## src/rtl/stack_cpu_param.sv

```systemverilog
// Parametrised stack CPU core: RUN/MEM/STOP sequencer, DEPTH-entry data stack,
// req/ack data-memory port and a sticky error code.
module stack_cpu_param #(
    parameter int DATA_W = 8,
    parameter int ADDR_W = 8,
    parameter int DEPTH  = 8
) (
    input  logic                     clk,
    input  logic                     reset,
    output logic [ADDR_W-1:0]        i_addr,
    input  logic [DATA_W+3:0]        i_data,
    output logic [ADDR_W-1:0]        d_addr,
    output logic [DATA_W-1:0]        d_wdata,
    input  logic [DATA_W-1:0]        d_rdata,
    output logic                     d_we,
    output logic                     d_req,
    input  logic                     d_ack,
    output logic [$clog2(DEPTH):0]   sp,
    output logic                     halted,
    output logic [3:0]               err_code,
    output logic                     error
);

    localparam int IDX_W = $clog2(DEPTH);
    localparam int SP_W  = IDX_W + 1;

    localparam logic [SP_W-1:0]   SP_FULL = SP_W'(DEPTH);
    localparam logic [SP_W-1:0]   SP_ONE  = SP_W'(1);
    localparam logic [SP_W-1:0]   SP_TWO  = SP_W'(2);
    localparam logic [ADDR_W-1:0] PC_ONE  = ADDR_W'(1);

    localparam logic [1:0] ST_RUN  = 2'd0;
    localparam logic [1:0] ST_MEM  = 2'd1;
    localparam logic [1:0] ST_STOP = 2'd2;

    localparam logic [3:0] OP_PUSHC = 4'h0;
    localparam logic [3:0] OP_PUSH  = 4'h1;
    localparam logic [3:0] OP_POP   = 4'h2;
    localparam logic [3:0] OP_JUMP  = 4'h3;
    localparam logic [3:0] OP_JZ    = 4'h4;
    localparam logic [3:0] OP_JS    = 4'h5;
    localparam logic [3:0] OP_ADD   = 4'h6;
    localparam logic [3:0] OP_SUB   = 4'h7;
    localparam logic [3:0] OP_DUP   = 4'h8;
    localparam logic [3:0] OP_SWAP  = 4'h9;
    localparam logic [3:0] OP_HALT  = 4'hF;

    logic [1:0]        r_state;
    logic [ADDR_W-1:0] r_pc;
    logic [SP_W-1:0]   r_sp;
    logic              r_z;
    logic              r_s;
    logic [3:0]        r_err;
    logic [ADDR_W-1:0] r_maddr;
    logic [DATA_W-1:0] r_mwdata;
    logic              r_mwe;
    logic [DATA_W-1:0] r_stack [DEPTH];

    logic [3:0]        w_op;
    logic [DATA_W-1:0] w_operand;
    logic [IDX_W-1:0]  w_push_idx;
    logic [IDX_W-1:0]  w_tos_idx;
    logic [IDX_W-1:0]  w_nos_idx;
    logic [DATA_W-1:0] w_tos;
    logic [DATA_W-1:0] w_nos;
    logic [DATA_W-1:0] w_result;
    logic              w_arith_ovf;
    logic              w_taken;
    logic              w_full;
    logic [3:0]        w_new_err;
    logic              w_fatal;
    logic              w_in_mem;
    logic              w_mem_load;

    assign w_op       = i_data[DATA_W+3:DATA_W];
    assign w_operand  = i_data[DATA_W-1:0];
    assign w_push_idx = r_sp[IDX_W-1:0];
    assign w_tos_idx  = r_sp[IDX_W-1:0] - IDX_W'(1);
    assign w_nos_idx  = r_sp[IDX_W-1:0] - IDX_W'(2);
    assign w_tos      = r_stack[w_tos_idx];
    assign w_nos      = r_stack[w_nos_idx];
    assign w_full     = (r_sp == SP_FULL);
    assign w_in_mem   = (r_state == ST_MEM);
    assign w_mem_load = w_in_mem && d_ack && !r_mwe;

    // Signed overflow: operands that agree in sign (ADD) or differ (SUB) yet flip NOS's sign.
    assign w_result    = (w_op == OP_SUB) ? (w_nos - w_tos) : (w_nos + w_tos);
    assign w_arith_ovf = (w_result[DATA_W-1] != w_nos[DATA_W-1]) &&
                         ((w_op == OP_SUB) ? (w_nos[DATA_W-1] != w_tos[DATA_W-1])
                                           : (w_nos[DATA_W-1] == w_tos[DATA_W-1]));

    always_comb begin
        w_new_err = 4'b0000;
        w_taken   = 1'b0;
        case (w_op)
            OP_PUSHC, OP_PUSH: w_new_err[1] = w_full;
            OP_DUP: begin
                w_new_err[1] = w_full;
                w_new_err[2] = (r_sp == '0);
            end
            OP_POP, OP_JUMP: w_new_err[2] = (r_sp == '0);
            OP_JZ, OP_JS: begin
                w_taken      = (w_op == OP_JZ) ? r_z : r_s;
                w_new_err[2] = w_taken && (r_sp == '0);
            end
            OP_ADD, OP_SUB: begin
                w_new_err[2] = (r_sp < SP_TWO);
                w_new_err[0] = (r_sp >= SP_TWO) && w_arith_ovf;
            end
            OP_SWAP: w_new_err[2] = (r_sp < SP_TWO);
            OP_HALT: w_new_err = 4'b0000;
            default: w_new_err[3] = 1'b1;
        endcase
    end

    assign w_fatal = |w_new_err[3:1];

    always_ff @(posedge clk or negedge reset) begin
        if (!reset) begin
            r_state  <= ST_RUN;
            r_pc     <= '0;
            r_sp     <= '0;
            r_z      <= 1'b0;
            r_s      <= 1'b0;
            r_err    <= 4'b0000;
            r_maddr  <= '0;
            r_mwdata <= '0;
            r_mwe    <= 1'b0;
        end else begin
            case (r_state)
                ST_RUN: begin
                    r_err <= r_err | w_new_err;
                    if (w_fatal) begin
                        r_state <= ST_STOP;
                    end else begin
                        case (w_op)
                            OP_PUSHC, OP_DUP: begin
                                r_sp <= r_sp + SP_ONE;
                                r_pc <= r_pc + PC_ONE;
                            end
                            OP_PUSH, OP_POP: begin
                                r_maddr  <= w_operand[ADDR_W-1:0];
                                r_mwdata <= w_tos;
                                r_mwe    <= (w_op == OP_POP);
                                r_state  <= ST_MEM;
                            end
                            OP_JUMP: begin
                                r_pc <= w_tos[ADDR_W-1:0];
                                r_sp <= r_sp - SP_ONE;
                            end
                            OP_JZ, OP_JS: begin
                                if (w_taken) begin
                                    r_pc <= w_tos[ADDR_W-1:0];
                                    r_sp <= r_sp - SP_ONE;
                                end else begin
                                    r_pc <= r_pc + PC_ONE;
                                end
                            end
                            OP_ADD, OP_SUB: begin
                                r_z  <= (w_result == '0);
                                r_s  <= w_result[DATA_W-1];
                                r_sp <= r_sp - SP_ONE;
                                r_pc <= r_pc + PC_ONE;
                            end
                            OP_SWAP: r_pc <= r_pc + PC_ONE;
                            default: r_state <= ST_STOP;
                        endcase
                    end
                end
                ST_MEM: begin
                    if (d_ack) begin
                        r_sp    <= r_mwe ? (r_sp - SP_ONE) : (r_sp + SP_ONE);
                        r_pc    <= r_pc + PC_ONE;
                        r_state <= ST_RUN;
                    end
                end
                default: r_state <= ST_STOP;
            endcase
        end
    end

    // Stack contents carry no reset; only the occupancy count decides what is valid.
    always_ff @(posedge clk) begin
        if (r_state == ST_RUN && !w_fatal) begin
            case (w_op)
                OP_PUSHC:       r_stack[w_push_idx] <= w_operand;
                OP_DUP:         r_stack[w_push_idx] <= w_tos;
                OP_ADD, OP_SUB: r_stack[w_nos_idx]  <= w_result;
                OP_SWAP: begin
                    r_stack[w_nos_idx] <= w_tos;
                    r_stack[w_tos_idx] <= w_nos;
                end
                default: ;
            endcase
        end else if (w_mem_load) begin
            r_stack[w_push_idx] <= d_rdata;
        end
    end

    assign i_addr   = r_pc;
    assign d_addr   = r_maddr;
    assign d_wdata  = r_mwdata;
    assign d_req    = w_in_mem;
    assign d_we     = w_in_mem && r_mwe;
    assign sp       = r_sp;
    assign halted   = (r_state == ST_STOP);
    assign err_code = r_err;
    assign error    = |r_err;

endmodule
```

## config.mk

```make
export PLATFORM = sky130hd
export DESIGN_NAME = stack_cpu_param
export DESIGN_NICKNAME = d
export VERILOG_FILES = /design/src/rtl/stack_cpu_param.sv
export SDC_FILE = /design/constraint.sdc
export NUM_CORES = 1
export LEC_CHECK = 0
export ABC_AREA = 0
export CAP_MARGIN = 20
export CORE_MARGIN = 8
export CORE_UTILIZATION = 59
export CTS_CLUSTER_DIAMETER = 80
export CTS_CLUSTER_SIZE = 8
export DETAILED_ROUTE_END_ITERATION = 6
export PLACE_DENSITY = 0.81
export SKIP_CTS_REPAIR_TIMING = 1
export SYNTH_ARGS = -nofsm -noshare
export SYNTH_HDL_FRONTEND = slang
export SYNTH_SLANG_ARGS = --single-unit
export TNS_END_PERCENT = 1
```

## constraint.sdc

```tcl
create_clock -name clk -period 6.86 [get_ports clk]
set_clock_uncertainty 0.05 [all_clocks]
set_input_delay 1.715 -clock clk [delete_from_list [all_inputs] [get_ports clk]]
set_output_delay 1.715 -clock clk [all_outputs]
set_load 0.1 [all_outputs]
```

==> flow_metrics.py <==
metrics = {
    "placement": {
        "detailedPlace.worstSlack_ns": 1.04,
        "dp_cells": 778,
        "gp_congestion": 0.854,
        "port-buffer-count": 58,
        "place_hpwl_mm": 12.5,
    },
    "logic_synthesis": {
        "syn_area_sq_mm": 0.00682,
        "synth-compound-area-share": 0.114,
        "synth-simple-area-share": 0.119,
        "synth-main-ff-cell": "edfxtp_1",
        "muxShareOfSynthArea": 0.252,
        "synth_xor_area_frac": 0.0293,
        "yosysWarnings": 0,
        "synth_fp_nets": 637,
        "ys_top_cells_by_count": "64 x edfxtp_1, 57 x mux2i_1, 42 x o21ai_0, 38 x nand2_1, 37 x dfrtp_1",
        "synthAdderAreaFrac": 0.0323,
        "synth_edf_count": 64,
        "seq_area_frac_synth": 0.417,
        "ys_ff_latch": 101,
        "synth.most_common_cell": "edfxtp_1",
        "synthArstFlopShare": 0.366,
        "synth.distinct_cells": 72,
        "avgSynthCellArea_sq_um": 11.4,
        "ys_top_cells_by_area": "edfxtp_1 28%, dfrtp_1 14%, mux4_2 9.2%",
        "synth_top_family_by_area": "multiplexers",
        "yosysTopAreaCellShare": 0.282,
        "synth_area_leader_cell": "edfxtp_1",
        "synth_cells": 597,
    },
    "finish": {
        "num-fill-cells": 847,
        "layout.cells.non_filler": 795,
        "drive_above_1_share": 0.181,
        "final_nets": 688,
        "areaGrowthSynthToFinish_pct": 14.6,
        "n_antenna_cell": 0,
        "final_util": 0.688,
    },
    "clock_network": {
        "cts_buffers": 9,
        "clk_pin_slew_worst_paths_ns": 0.07,
        "cts_tree": "done",
        "clk_latency_ns": 0.36,
        "clockBufferDepth": 2,
        "clockRootBuffer": "clkbuf_16",
        "cts.sinks": 101,
        "htreeDepth": 3,
    },
    "sta": {
        "setup_viol": 0,
        "min_period_ns": 5.58,
        "maxSlewViolCount": 0,
        "final_hold_viol_count": 0,
        "fmax_ghz": 0.179,
        "max-slew-margin-rel": 0.200,
        "post-route-period-util": 0.814,
        "worst_pin_slew_ns": 1.20,
        "rsz0062_at_grt": "false",
        "setup_slack_ns": 1.28,
        "fin_setup_tns_ns": 0,
    },
    "setup_path": {
        "arrival_ns": 5.60,
        "cpPeakStageDelay_ns": 0.73,
        "end_kind": "flip-flop",
        "required_ns": 6.88,
        "reg2reg_depth": 17,
        "path_max_fanout": 26,
        "crit_type": "reg -> reg",
        "critPathLaunch": "sp[1]$_DFFE_PN0P_",
        "cp_slowest_cell": "mux4_2",
        "reg2reg_from": "sp[1]$_DFFE_PN0P_",
        "path_cells": "buf_4, inv_1, ha_1, xnor2_1, mux4_2, ha_1, nor2_1, a21oi_1, fa_1, nor2b_1, o21ai_0, a21boi_0, o21ai_0, a21boi_0, o32ai_1, a22oi_1, mux2i_1",
        "cp-start-kind": "flip-flop",
    },
    "detailed_routing": {
        "first_iter_violations": 571,
        "firstDrtPassIters": 5,
        "wirelength_mm": 17.9,
        "drcViolationCount": 0,
        "vias": 5249,
        "final_antenna_net_count": 0,
        "viasPerCell": 6.60,
        "routedWlPerCell_um": 22.6,
    },
    "global_routing": {
        "grt_first_pass_wirelength_mm": 27.9,
        "grt_max_degree": 41,
        "grt-ovfl-total": 0,
        "grt_antenna_before_repair": 0,
        "grt_usage": 0.243,
        "grt_pass1_vias": 5174,
    },
    "flow_run": {
        "maxCapViolCount": 0,
    },
    "outcome": {
        "status": "finished, final reports clean",
    },
    "floorplanning": {
        "die_h_um": 124,
        "core_sq_mm": 0.0114,
        "start_util": 0.600,
        "dieArea_sq_mm": 0.0153,
        "rows": 39,
        "die_w_um": 124,
        "io_pins": 59,
    },
    "power": {
        "power.leakage_nw": 3.05,
        "vdd_ir_drop_max_mv": 0.260,
        "power.density_mw_per_mm2": 416,
    },
    "min_path": {
        "hold-path-cell-count": 2,
        "hp-class": "reg -> reg",
        "hold_path.startpoint": "d_wdata[0]$_DFFE_PN0P_",
    },
}
-- power breakdown --
part / leakage [nW] / switching [mW] / internal (mW)
clock: 0.146 / 0.240 / 0.286
combinational: 1.84 / 1.25 / 0.772
sequential: 1.06 / 0.0327 / 0.676
total: 3.05 / 1.52 / 1.73
-- worst max-delay path: cells and delay by family (launching register included) --
| family | cells | cell delay (ns) |
|---|---|---|
| xor+xnor | 1 | 0.50 |
| compound gates | 7 | 1.59 |
| flops | 1 | 0.32 |
| fa+ha+maj | 3 | 1.09 |
| buf+inv | 2 | 0.59 |
| simple gates | 2 | 0.25 |
| mux | 2 | 0.90 |
-- path summary, 6_finish.rpt --
check                                     endpoint  slack, ns
min in group asynchronous   r_state[0]$_DFFE_PN0P_       1.41
max reg2reg                r_stack[1][6]$_DFFE_PP_       1.28
min                         d_wdata[0]$_DFFE_PN0P_       0.43
min reg2reg                 d_wdata[0]$_DFFE_PN0P_       0.43
max                        r_stack[1][6]$_DFFE_PP_       1.28
max in group asynchronous        sp[0]$_DFFE_PN0P_       4.77
-- flip-flops by register name, indices dropped and copies added, names as in the netlist --
register  cells
r_state       2
r_z           1
sp            4
d_addr        8
r_s           1
i_addr        8
err_code      4
r_mwe         1
r_stack      64
d_wdata       8
-- cell families (layout without fill, tap and decap cells) --
kind of cell    count (synthesis)  in the layout
fa+ha+maj                      17             17
buf+inv                        52            107
compound gates                127            127
mux                           129            129
simple gates                  152            152
xor+xnor                       19             19
flops                         101            101
-- cells in the final DEF, fill, tap and decap left out, types with 6 or more instances in the layout --
cell	n
a21oi_1	34
nor2b_1	7
edfxtp_1	64
o21ai_1	7
mux2_2	35
dfrtp_1	36
nand2_1	38
clkdlybuf4s50_1	57
a31oi_1	8
o21ai_0	42
o21bai_1	6
nor3_1	18
mux4_2	28
xnor2_1	12
ha_1	16
nand3_1	8
buf_4	17
nor2_1	36
inv_1	15
clkbuf_16	9
mux2i_1	57
and3_1	8
-- through the flow --
stage	instance area, sq um	hold slack (ns)	power [mW]
floorplan	6820	0.415	2.26
finish	7820	0.430	3.25
global placement	7510	0.415	2.66
detailed placement	7510	0.420	2.70
CTS	7800	0.436	3.23
global route	7820	0.449	3.45
-- cell type report --
type | count | area [sq um] | share of cell area
flip-flops and latches | 101 | 2850 | 0.364
inverters | 17 | 63.8 | 0.00816
clock inverters | 6 | 71.3 | 0.00912
multi-input cells | 444 | 3730 | 0.477
clock buffers | 9 | 225 | 0.0288
repair buffers | 75 | 703 | 0.0899
well taps | 143 | 179 | 0.0229
-- routing by layer --
metal	vias up	routed length, um	GRT usage
met5	-	0	0
met4	0	673	0.124
met3	54	1810	0.0548
met2	281	8560	0.396
met1	2530	6890	0.298
li1	2384	-	-
No activity file was read; power rests on OpenSTA's default activity.
==> edit 1 (same flow settings) <==
Change the parameter `DEPTH` from 8 to 4.
--- a/src/rtl/stack_cpu_param.sv
+++ b/src/rtl/stack_cpu_param.sv
@@ -3,7 +3,7 @@
 module stack_cpu_param #(
     parameter int DATA_W = 8,
     parameter int ADDR_W = 8,
-    parameter int DEPTH  = 8
+    parameter int DEPTH  = 4
 ) (
     input  logic                     clk,
     input  logic                     reset,
Interface: changed (resized sp); port bits go from 59 to 58. No check against the original RTL was run, so the function may have changed too.
==> edit 1 against the unedited design <==
- clock power down 24%
- worst setup slack improved by 0.14 ns
- routed wire length shrank 30%
- design area decreased by 30%
- sequential cell count down 33
- power decreased by 45%
- area after synthesis decreased by 32%
- critical endpoint is now r_stack[0][7]
- largest cell class unchanged
==> edit 1: results (changes against the unedited design) <==
stage,metric,value,unit,change
run_status,status,"complete, no violations",,
place,HPWL after DPL,9060,microns,-28%
critical_path,"Data arrival, critical path",5.47,ns,-0.13 ns
synthesis,ys async rst share,52.9,%,+16 points
layout,Finished Layout Cells,618,,-22%
critical_path,Worst Path Max Fanout,19,,-27%
timing,fin crit share,79.3,%,-2.0 points
route,routed vias,4074,,-22%
clocking,CTS root buf,clkbuf_8,,
worst_hold_path,worst hold path startpoint,d_wdata[5],,
power,Logic pwr share,50.7,%,-11 points
layout,multi-input combinational area share,47.0,%,-0.67 points
synthesis,"EDFF count, synth",32,,-50%
layout,comb_multi_in,355,,-20%
worst_hold_path,Hold Path Depth,1,,-1
synthesis,Adder-Cell Fraction of Synth Area,4.50,%,+1.3 points
power,internal power,0.00102,W,-41%
synthesis,main area contributors after synthesis,"edfxtp_1 21%, dfrtp_1 20%, mux4_2 7.8%",,
layout,Non-clock buffering overhead,11.5,%,+2.5 points
synthesis,compound-cell area share of the yosys netlist,20.2,%,+8.9 points
power,maximum vdd drop,0.000239,V,-8.2%
grt,first-pass GRT wire length,20200,microns,-28%
layout,inverters,12,,-5
synthesis,post-synth net total,500,,-22%
layout,final-layout fill cell count,558,,-34%
critical_path,worst setup path start,i_data[10],,
layout,fraction of area in registers,34.0,%,-2.5 points
grt,all-layer global routing usage,23.1,%,-1.2 points
layout,Largest register FFs,32,,-50%
edit 1: cell count changes in the layout (fill, tap and decap cells not counted), moves of 13 or more:
cell / unedited run / this run
a22oi_1: 2 / 15
nor3_1: 18 / 3
mux2i_1: 57 / 2
mux2_2: 35 / 9
nand3_1: 8 / 22
edfxtp_1: 64 / 32
edit 1: routing by layer:
metal / share of wire, % / vias to the layer above / track usage [%] / wire length, microns
met5: 0 / - / 0 / 0
met3: 9.6 / 40 / 7.50 / 1200
li1: - / 1835 / - / -
met2: 47 / 254 / 35.5 / 5900
met4: 3.1 / 0 / 10.0 / 391
met1: 40 / 1945 / 29.2 / 5040
edit 1: worst reg2reg max path, delay by kind of cell, from the launching register on:
kind	cells	cell delay (ns)
compound gates	5	1.20
xor+xnor	1	0.14
fa+ha+maj	3	1.23
buf+inv	2	0.50
flops	1	0.83
mux	1	0.52
simple gates	3	0.60
==> edit 2 (config.mk and constraints unchanged) <==
Without the edit above. Register the output `err_code` once more, cleared by the reset; this adds one clock of latency there. The other outputs are not delayed to match.
--- a/src/rtl/stack_cpu_param.sv
+++ b/src/rtl/stack_cpu_param.sv
@@ -204,7 +204,13 @@
     assign d_we     = w_in_mem && r_mwe;
     assign sp       = r_sp;
     assign halted   = (r_state == ST_STOP);
-    assign err_code = r_err;
+    always_ff @(posedge clk or negedge reset) begin
+        if (!reset) begin
+            err_code <= '0;
+        end else begin
+            err_code <= r_err;
+        end
+    end
     assign error    = |r_err;
 
 endmodule
Check against the original RTL: not equivalent (Yosys sat finds a counterexample within 4 cycles, from zero or initial values and one cycle with reset low).
==> edit 2 against the unedited design <==
- routed wire length is 8.5% higher
- sequential share of layout area is 0.31 points higher
- area after synthesis is 2.7% higher
- cell count is 2.8% higher
- worst setup slack worse by 0.12 ns
- power is 12% higher
- design area is 2.6% higher
- sequential cell count is 4 higher
- die area is 2.4% higher
- count of clock-buffer cells in the layout is 4 higher
==> edit 2: results (changes against the unedited design) <==
stage,metric,value,unit,change
run_status,status,"complete, no violations",,
critical_path,RR Endpoint,r_stack[6][6],,
grt,largest net degree at the start of global routing,42,,+2.4%
grt,met1 usage,32.4,%,+2.6 points
critical_path,FF-to-FF Start,sp[1],,
clocking,CTS root buf,clkbuf_16,,
power,Leakage,3.02,nW,-0.88%
place,routability cong.,0.935,,+9.5%
layout,Biggest register,r_stack,,
grt,all-layer global routing usage,25.1,%,+0.84 points
place,port buffer count,58,,unchanged
grt,first-pass GRT wire length,30700,microns,+10%
critical_path,R2R depth,17,,unchanged
clocking,Worst-Skew Late Latency,0.36,ns,about the same
worst_hold_path,worst hold path type,flip-flop to flip-flop,,
worst_hold_path,worst hold path startpoint,r_err[1],,
synthesis,ys async rst share,39.0,%,+2.4 points
timing,worst hold slack,0.351,ns,-0.0790 ns
clocking,Num CTS Buffers,9,,unchanged
route,remaining antenna violation count after routing,0,,unchanged
layout,# diodes,0,,unchanged
synthesis,top_reg_cell synth,edfxtp_1,,
critical_path,"Data arrival, critical path",5.72,ns,+0.12 ns
route,first-pass iteration count of the detailed router,5,,unchanged
synthesis,post-synth net total,656,,+3.0%
route,Starting DRT DRC Count,639,,+12%
layout,share of cells above drive strength 1,17.6,%,-0.49 points
route,WL per Instance,23.8,microns,+5.6%
grt,antenna violations before repair,0,,unchanged
power,maximum vdd drop,0.000231,V,-11%
critical_path,Worst Path Max Fanout,27,,+3.8%
layout,final-layout fill cell count,915,,+8.0%
synthesis,Yosys cell types,71,,-1.4%
synthesis,register area share after synthesis,42.1,%,+0.33 points
clocking,clock buffer depth,2,,unchanged
worst_hold_path,Hold Path Depth,0,,-2
synthesis,Synth top cells by count,"64 x edfxtp_1, 54 x mux2i_1, 52 x nor2_1",,
synthesis,"EDFF count, synth",64,,unchanged
layout,Largest register FFs,64,,unchanged
place,HPWL after DPL,13500,microns,+7.9%
route,routed vias,5424,,+3.3%
synthesis,main area contributors after synthesis,"edfxtp_1 27%, dfrtp_1 15%, mux4_2 8.4%",,
clocking,"Clk pin slew, worst setup/hold paths",0.07,ns,about the same
critical_path,Worst R2R Setup Slack,1.16,ns,-0.12 ns
worst_hold_path,Hold Path End,err_code[1],,
grt,GR Util met3,4.67,%,-0.80 points
timing,Slew headroom,26.1,%,+6.0 points
layout,final net count,705,,+2.5%
grt,grt met2 use,41.0,%,+1.3 points
-- edit 2: cell types whose count changed after synthesis, sizes merged, moves of 6 or more --
cell    change
o21ai      -29
nor2       +15
inv         +8
nor3        -8
o41ai       +8
a21oi       +7
and2        +6
clkbuf      -6
mux2        +6
-- edit 2: routing by layer --
| metal | vias up | share of wire [%] |
|---|---|---|
| li1 | 2422 | - |
| met1 | 2665 | 40 |
| met2 | 302 | 49 |
| met3 | 35 | 8.9 |
| met4 | 0 | 2.0 |
| met5 | - | 0 |
-- edit 2: cell families (layout without fill, tap and decap cells) --
family | count (synthesis) | after routing | synth area share (%)
flops | 105 | 105 | 42.1
buf+inv | 59 | 113 | 3.71
fa+ha+maj | 17 | 17 | 3.14
xor+xnor | 18 | 18 | 2.84
simple gates | 163 | 163 | 12.5
compound gates | 126 | 126 | 11.8
mux | 128 | 128 | 23.9
-- edit 2: worst max-delay path by stage --
stage	from	end	slack, ns	depth (start not counted)
floorplan	sp[1]	r_stack[0][7]	1.04	16
global placement	i_data[10]	r_stack[0][6]	1.18	13
detailed placement	i_data[10]	r_stack[6][6]	1.04	13
CTS	sp[1]	r_stack[6][6]	1.21	17
global route	sp[1]	r_stack[2][6]	0.81	17
finish	sp[1]	r_stack[6][6]	1.16	17
-- edit 2: layout make-up --
class / instances / share of cell area (%)
timing repair buffer: 72 / 8.48
clock inverter: 3 / 0.546
sequential: 105 / 36.7
multi-input combinational: 452 / 47.3
clock buffer: 13 / 3.38
tap: 147 / 2.29
inverter: 25 / 1.20
-- edit 2: critical path, cell delays in order (launching register included) --
cell,delay (ns)
dfrtp_1,0.32
buf_4,0.35
inv_1,0.23
ha_1,0.35
xor2_4,0.63
mux4_2,0.73
inv_1,0.17
ha_1,0.22
nor2_1,0.07
xnor2_1,0.13
ha_1,0.34
nor2b_1,0.15
o21ai_0,0.19
a21boi_0,0.14
o21a_1,0.19
or3_1,0.32
a21oi_1,0.63
o41ai_1,0.19
-- edit 2: metrics by stage --
stage	worst slack (ns)	std cells	area, sq um
2_1_floorplan	1.04	616	7010
3_3_place_gp	1.18	801	7710
3_5_place_dp	1.04	801	7710
4_1_cts	1.21	817	8030
5_1_grt	0.814	817	8030
6_report	1.16	817	8030
-- edit 2: power by group --
group / leakage (nW) / switching, W / internal, W / total (W)
sequential: 1.10 / 0.0000353 / 0.000706 / 0.000741
combinational: 1.76 / 0.00145 / 0.000892 / 0.00235
clock: 0.155 / 0.000232 / 0.000316 / 0.000549
total: 3.02 / 0.00172 / 0.00191 / 0.00364
